==> config.mk <==
export PLATFORM = sky130hd
export DESIGN_NAME = alu_sequencer
export DESIGN_NICKNAME = d
export VERILOG_FILES = /design/src/rtl/alu_sequencer.sv
export SDC_FILE = /design/constraint.sdc
export NUM_CORES = 1
export LEC_CHECK = 0
export ABC_AREA = 1
export CELL_PAD_IN_SITES_DETAIL_PLACEMENT = 2
export CELL_PAD_IN_SITES_GLOBAL_PLACEMENT = 2
export CORE_ASPECT_RATIO = 1.2
export CORE_MARGIN = 2
export CORE_UTILIZATION = 26
export CTS_CLUSTER_DIAMETER = 150
export CTS_CLUSTER_SIZE = 28
export DETAILED_ROUTE_END_ITERATION = 10
export GPL_ROUTABILITY_DRIVEN = 0
export HOLD_SLACK_MARGIN = 0.06
export PLACE_DENSITY = 0.76
export SYNTH_ARGS = -nofsm -noshare
export SYNTH_HDL_FRONTEND = slang
export SYNTH_SLANG_ARGS = --single-unit
==> constraint.sdc <==
create_clock -name clk -period 1.98 [get_ports clk]
set_clock_uncertainty 0.2 [all_clocks]
set_input_delay 0.396 -clock clk [delete_from_list [all_inputs] [get_ports clk]]
set_output_delay 0.396 -clock clk [all_outputs]
set_load 0.05 [all_outputs]
==> src/rtl/alu_sequencer.sv <==
// Sequences one register-to-register ALU operation per handshake into one or two
// execute cycles of ALU block control lines; 16-bit pair ops chain carry via fout.
module alu_sequencer #(
    parameter int CARRY_BIT = 0
) (
    input  logic       clk,
    input  logic       rst,
    input  logic       req_valid,
    output logic       req_ready,
    input  logic [3:0] req_op,
    input  logic       req_wide,
    input  logic [1:0] req_dst,
    input  logic [1:0] req_src_l,
    input  logic [1:0] req_src_r,
    input  logic [3:0] fout,
    output logic [3:0] outctl,
    output logic [3:0] loadctl,
    output logic [1:0] arg_l,
    output logic [2:0] arg_r,
    output logic       alt,
    output logic       cin,
    output logic       calcfn,
    output logic       busy,
    output logic       done,
    output logic       err
);
    typedef enum logic [2:0] {S_IDLE, S_EXEC_LO, S_EXEC_HI, S_DONE, S_ERR} state_t;

    state_t     state_q, state_d;
    logic [3:0] op_q, op_d;
    logic       wide_q, wide_d;
    logic [1:0] dst_q, dst_d, src_l_q, src_l_d, src_r_q, src_r_d;
    logic [3:0] outctl_q, outctl_d, loadctl_q, loadctl_d;
    logic [1:0] arg_l_q, arg_l_d;
    logic [2:0] arg_r_q, arg_r_d;
    logic       alt_q, alt_d, calcfn_q, calcfn_d;
    logic       cin_carry_q, cin_carry_d, cin_fix_q, cin_fix_d;
    logic       ready_q, ready_d, busy_q, busy_d, done_q, done_d, err_q, err_d;

    logic [3:0] s_op;
    logic [1:0] s_dst, s_l, s_r;
    logic       hi, legal;

    function automatic logic [3:0] reg_code(input logic [1:0] idx);
        return {idx[1], 2'b00, idx[0]};
    endfunction

    always_comb begin
        legal = (req_op <= 4'hC) &&
                (!req_wide || req_op <= 4'h3 || req_op == 4'hB || req_op == 4'hC);
    end

    always_comb begin
        state_d = state_q;
        op_d    = op_q;
        wide_d  = wide_q;
        dst_d   = dst_q;
        src_l_d = src_l_q;
        src_r_d = src_r_q;
        hi      = 1'b0;
        s_op    = op_q;
        s_dst   = dst_q;
        s_l     = src_l_q;
        s_r     = src_r_q;
        case (state_q)
            S_IDLE: begin
                s_op  = req_op;
                s_dst = req_dst;
                s_l   = req_src_l;
                s_r   = req_src_r;
                if (req_valid) begin
                    if (legal) begin
                        state_d = S_EXEC_LO;
                        op_d    = req_op;
                        wide_d  = req_wide;
                        dst_d   = req_dst;
                        src_l_d = req_src_l;
                        src_r_d = req_src_r;
                    end else begin
                        state_d = S_ERR;
                    end
                end
            end
            S_EXEC_LO: begin
                state_d = wide_q ? S_EXEC_HI : S_DONE;
                // high half of a register pair is the partner register (A<->B, C<->D)
                hi    = 1'b1;
                s_dst = dst_q ^ 2'b01;
                s_l   = src_l_q ^ 2'b01;
                s_r   = src_r_q ^ 2'b01;
            end
            S_EXEC_HI: state_d = S_DONE;
            default:   state_d = S_IDLE;
        endcase

        outctl_d    = 4'hF;
        loadctl_d   = 4'hF;
        arg_l_d     = 2'd0;
        arg_r_d     = 3'b100;
        alt_d       = 1'b0;
        calcfn_d    = 1'b1;
        cin_carry_d = 1'b0;
        cin_fix_d   = 1'b0;
        if (state_d == S_EXEC_LO || state_d == S_EXEC_HI) begin
            arg_l_d   = s_l;
            arg_r_d   = {1'b0, s_r};
            loadctl_d = reg_code(s_dst);
            calcfn_d  = 1'b0;
            case (s_op)
                4'h0, 4'h1, 4'h2, 4'h3, 4'hC: begin
                    outctl_d    = 4'h2;
                    alt_d       = s_op[1] | (s_op == 4'hC);
                    cin_carry_d = hi | (s_op == 4'h1) | (s_op == 4'h3);
                    cin_fix_d   = alt_d;
                    if (s_op == 4'hC) loadctl_d = 4'hF;
                end
                4'h4: outctl_d = 4'h6;
                4'h5: begin outctl_d = 4'h6; alt_d = 1'b1; end
                4'h6: outctl_d = 4'hA;
                4'h7: begin outctl_d = 4'hA; alt_d = 1'b1; arg_r_d = 3'b100; end
                4'h8: begin outctl_d = 4'h7; arg_r_d = 3'b100; end
                4'h9: begin outctl_d = 4'h7; arg_r_d = 3'b100; cin_carry_d = 1'b1; end
                4'hA: begin outctl_d = 4'h7; arg_r_d = 3'b100; alt_d = 1'b1; end
                4'hB: begin outctl_d = reg_code(s_l); calcfn_d = 1'b1; end
                default: ;
            endcase
        end
        ready_d = (state_d == S_IDLE);
        busy_d  = (state_d != S_IDLE);
        done_d  = (state_d == S_DONE);
        err_d   = (state_d == S_ERR);
    end

    always_ff @(posedge clk) begin
        if (rst) begin
            state_q     <= S_IDLE;
            op_q        <= 4'h0;
            wide_q      <= 1'b0;
            dst_q       <= 2'd0;
            src_l_q     <= 2'd0;
            src_r_q     <= 2'd0;
            outctl_q    <= 4'hF;
            loadctl_q   <= 4'hF;
            arg_l_q     <= 2'd0;
            arg_r_q     <= 3'b100;
            alt_q       <= 1'b0;
            calcfn_q    <= 1'b1;
            cin_carry_q <= 1'b0;
            cin_fix_q   <= 1'b0;
            ready_q     <= 1'b1;
            busy_q      <= 1'b0;
            done_q      <= 1'b0;
            err_q       <= 1'b0;
        end else begin
            state_q     <= state_d;
            op_q        <= op_d;
            wide_q      <= wide_d;
            dst_q       <= dst_d;
            src_l_q     <= src_l_d;
            src_r_q     <= src_r_d;
            outctl_q    <= outctl_d;
            loadctl_q   <= loadctl_d;
            arg_l_q     <= arg_l_d;
            arg_r_q     <= arg_r_d;
            alt_q       <= alt_d;
            calcfn_q    <= calcfn_d;
            cin_carry_q <= cin_carry_d;
            cin_fix_q   <= cin_fix_d;
            ready_q     <= ready_d;
            busy_q      <= busy_d;
            done_q      <= done_d;
            err_q       <= err_d;
        end
    end

    // carry-in follows the live flags during the execute cycle it is used in
    assign cin       = cin_carry_q ? fout[CARRY_BIT] : cin_fix_q;
    assign outctl    = outctl_q;
    assign loadctl   = loadctl_q;
    assign arg_l     = arg_l_q;
    assign arg_r     = arg_r_q;
    assign alt       = alt_q;
    assign calcfn    = calcfn_q;
    assign req_ready = ready_q;
    assign busy      = busy_q;
    assign done      = done_q;
    assign err       = err_q;
endmodule

* Yosys cells after proc, flatten, opt, wreduce, memory -nomap -nowiden *
Index checks and enable logic that the tools add are counted.

storage, ports and cells
  logic and storage cells = 86
  bits in registers = 35
  output and inout bits = 20

operators by class
  muxes and demuxes = 17
  equality and inequality tests = 20
  order comparisons = 2
  reductions and logical operators = 20
  bitwise operators = 8

operators by type and width
  cell                                                            count
  == test 4 bit, second input constant                            7
  one-hot mux 4 bit (5 select lines)                              1
  == test 4 x 3 -> 1 bit, second input constant                   4
  two-way mux 4 bit                                               3
  one-hot mux 2 bit (2 select lines)                              3
  == test 3 x 2 -> 1 bit, second input constant                   3
  two-way mux 3 bit                                               3
  one-hot mux 3 bit (3 select lines)                              1
  OR reduction 3 bit                                              3
  == test 4 x 2 -> 1 bit, second input constant                   2
  == test 3 x 1 -> 1 bit, second input constant                   2
  logical NOT 3 bit                                               2
  OR reduction 2 bit                                              3
  OR reduction 6 bit                                              1
  NOT 1 bit                                                       5
  OR reduction 5 bit                                              1
  == test 4 x 1 -> 1 bit, second input constant                   1
  less-or-equal comparator 4 x 2 -> 1 bit, second input constant  1
  less-or-equal comparator 4 bit, second input constant           1
  logical NOT 4 bit                                               1
  logical OR 1 bit                                                4
  two-way mux 1 bit                                               4
  one-hot mux 1 bit (2 select lines)                              2
  OR reduction 4 bit                                              1
  6 further kinds                                                 8

* Longest topological paths before layout *
  depth in word-level cells = 12
  depth in mapped cells = 10

* Worst setup path before layout *
OpenSTA, ideal clock, no wires.

  path type = reg2out
  from = register loadctl_q[2] (netlist: loadctl[2])
  to = output port loadctl[2]
  stages on the path, launching flop included = 2
  required time = 1.384 ns
  path buffers = 1
  path slack = 0.490 ns
  arrival time = 0.894 ns
  cells stage by stage = dfxtp_1 > buf_4

RTL lines
  item                      RTL line  RTL
  start: declaration        33        logic [3:0] outctl_q, outctl_d, loadctl_q, loadctl_d;
  start signal: assignment  162       loadctl_q <= loadctl_d;
  end: declaration          17        output logic [3:0] loadctl,

No word-level cell between the ends.

* Worst setup path in the final report *
  from = input port fout[0]
  to = output port cin

on the way
  cells in the longest elaborated chain, start to end = 1

ends and longest elaborated chain
  item                RTL line  RTL
  start: declaration  15        input logic [3:0] fout,
  two-way mux 1 bit   177       assign cin = cin_carry_q ? fout[CARRY_BIT] : cin_fix_q;
  end: declaration    21        output logic cin,

Every way passes these cells.

==> impl_metrics.tcl <==
set metrics [dict create \
    outcome "finished, final reports clean" \
    ctsHoldBuffers 0 \
    ant_nets 0 \
    path_buf_inv 2 \
    hold_ws_ns 0.272 \
    diodes 0 \
    layout_common_cells "nand2_1 (44), dfxtp_1 (34), buf_4 (33), inv_1 (24), nor2_1 (21)" \
    ios 38 \
    slew_viol_final 0 \
    syn_inst 203 \
    synth_nets 221 \
    fmax_ghz 0.546 \
    max_stage_delay_ns 0.40 \
    grt_pass1_vias 1576 \
    critPathArrivalTime_ns 1.24 \
    grt_pass1_wl_mm 7.31 \
    cap_viol_max_count 0 \
    synth-seq-area-share_pct 45.4 \
    synth_top_area_cell "dfxtp_1" \
    synth_seq_cells 34 \
    cts_buffers 5 \
    finalHoldViolations 0 \
    fill_cells 661 \
    grt_antenna_before_repair 0 \
    wl_per_cell_um 13.5 \
    syn_avg_cell_area_um2 7.38 \
    cts.sinks 34 \
    period_needed_ns 1.83 \
    rows 30 \
    grt_max_degree 13 \
    clkSlewWorstSetupHoldPaths_ns 0.07 \
    drc 0 \
    synth.distinct_cells 27 \
    powerDensity_nw_per_um2 1220 \
    cp-end-kind "output pin" \
    layout.nets 271 \
    fin_crit_sh_pct 92.6 \
    final_common_cell "nand2_1" \
    grt_usage_pct 14.9 \
    first_pass_iters 4 \
    ys.warnings.count 0 \
    min_path_type "reg2reg" \
    power.total_mw 2.56 \
    cts_tree "yes" \
    cts_buffer_depth 2 \
    path_class "in2out" \
    setup_viol 0 \
    synthTopCellsByArea "dfxtp_1 (45%), nand2_1 (11%), inv_1 (6.0%)" \
    coreArea_um2 5590 \
    path_max_fanout 1 \
    portBuffers 34 \
    num_vias 1460 \
    die_area_um2 6390 \
    start_util_pct 26.8 \
    slowest_stage "clkdlybuf4s50_1" \
    crit_chain "clkdlybuf4s50_1, mux2_2, buf_12" \
    die_h_um 87.1 \
    clkLatencyLatePin_ns 0.28 \
    cp_top_family "buffers and inverters" \
    cts_max_level 2 \
    worstMarginPinSlew_ns 0.338 \
    syn_area_um2 1500 \
    routed_wl_mm 4.29 \
    leakagePower_nw 0.969 \
    ir_worst_vdd_v 0.000542 \
    drive_above_1_share_pct 26.0 \
    dr.first_iter.drc_count 40 \
    routed_via_density 4.59 \
    rsz0062_at_grt "no" \
    relSlewSlack_pct 77.5 \
    dp_hpwl_mm 3.39 \
    crit_path_start_kind "input port" \
    yosysTopAreaCellShare_pct 45.4 \
    syn_to_final_growth_pct 40.5 \
    chipWidth_um 73.3 \
    crit_required_ns 1.38 \
    grt-ovfl-total 0 \
    clockRootBuffer "clkbuf_8" \
]
## stage by stage
stage	utilization (%)	TNS, ns	setup WS, ns	instance area, um2	cells
after global routing	37.6	0	0.0204	2100	318
final	37.6	0	0.147	2100	318
after CTS	37.6	0	0.141	2100	318
after global placement	35.0	-1.58	-0.103	1960	310
after detailed placement	35.0	-2.31	-0.147	1960	310
after floorplan	-	0	0.490	1500	203
## worst paths after layout
check,depth (start not counted),to,slack (ns),start
worst max-delay path,3,cin,0.15,fout[0]
worst min-delay path,2,src_l_q[1],0.27,src_l_q[1]
worst max register to register,7,src_l_q[1],0.24,state_q[2]
worst min register to register,2,src_l_q[1],0.27,src_l_q[1]
## flip-flops by register name (all words and copies together), names as in the netlist, 2 cells and up
name / count
op_q: 4
outctl: 4
arg_r: 3
loadctl: 3
state_q: 3
arg_l: 2
dst_q: 2
src_l_q: 2
src_r_q: 2
## timing repair
action	in CTS	in global routing
resized for setup	0	1
endpoints found under the setup margin	0	1
setup buffers	0	0
## worst reg2reg max path: stages (launching register included)
cell	delay (ns)
dfxtp_1	0.36
nor2_8	0.21
nand2_4	0.12
inv_2	0.18
nand3_2	0.14
buf_4	0.21
o21ai_0	0.16
a21oi_1	0.06
## final cells by class
class / instances / area (um2) / share of cell area [%]
Inverter: 29 / 110 / 5.23
Tap cell: 64 / 80.1 / 3.80
Clock buffer: 6 / 82.6 / 3.92
Timing Repair Buffer: 48 / 408 / 19.4
Clock inverter: 2 / 60.1 / 2.85
Sequential cell: 34 / 681 / 32.3
Multi-Input combinational cell: 135 / 683 / 32.5
## per-layer routing
| layer | up-vias | wire length [um] | global-route usage [%] |
|---|---|---|---|
| met4 | 0 | 17 | 3.54 |
| met5 | - | 0 | 0 |
| met3 | 2 | 131 | 3.47 |
| met1 | 692 | 1750 | 16.7 |
| met2 | 28 | 2390 | 27.7 |
| li1 | 738 | - | - |
## Yosys cell counts
library cell   n
o21ai_0        5
nand2_2        7
nor2_2         4
clkbuf_1       1
a31oi_1        1
clkinv_2       1
a21oi_1       15
nor2_1        22
inv_2          3
nor2_4         1
a221oi_1       1
nand2_1       44
nand2_4        3
nand3b_1       2
and2_1         1
buf_2          3
buf_4          1
nor2_8         1
nand4_1        3
a211oi_2       1
nand3_1       16
clkinv_1       1
inv_1         24
nand3_2        1
mux2_2         1
o21ai_1        6
dfxtp_1       34
## cells by family after synthesis
kind of cell | synth area share, %
AO/OA/AOI/OAI | 10.5
buffers and inverters | 9.11
flip-flops | 45.4
multiplexers | 0.752
AND/OR/NAND/NOR | 34.2
## where the power goes
| group | total [mW] | switching, mW | leakage, nW | internal [mW] |
|---|---|---|---|---|
| registers | 0.809 | 0.0394 | 0.278 | 0.769 |
| clock network | 0.789 | 0.252 | 0.0714 | 0.537 |
| logic | 0.962 | 0.639 | 0.619 | 0.323 |
Note: power is estimated with default switching activity, not from simulation.
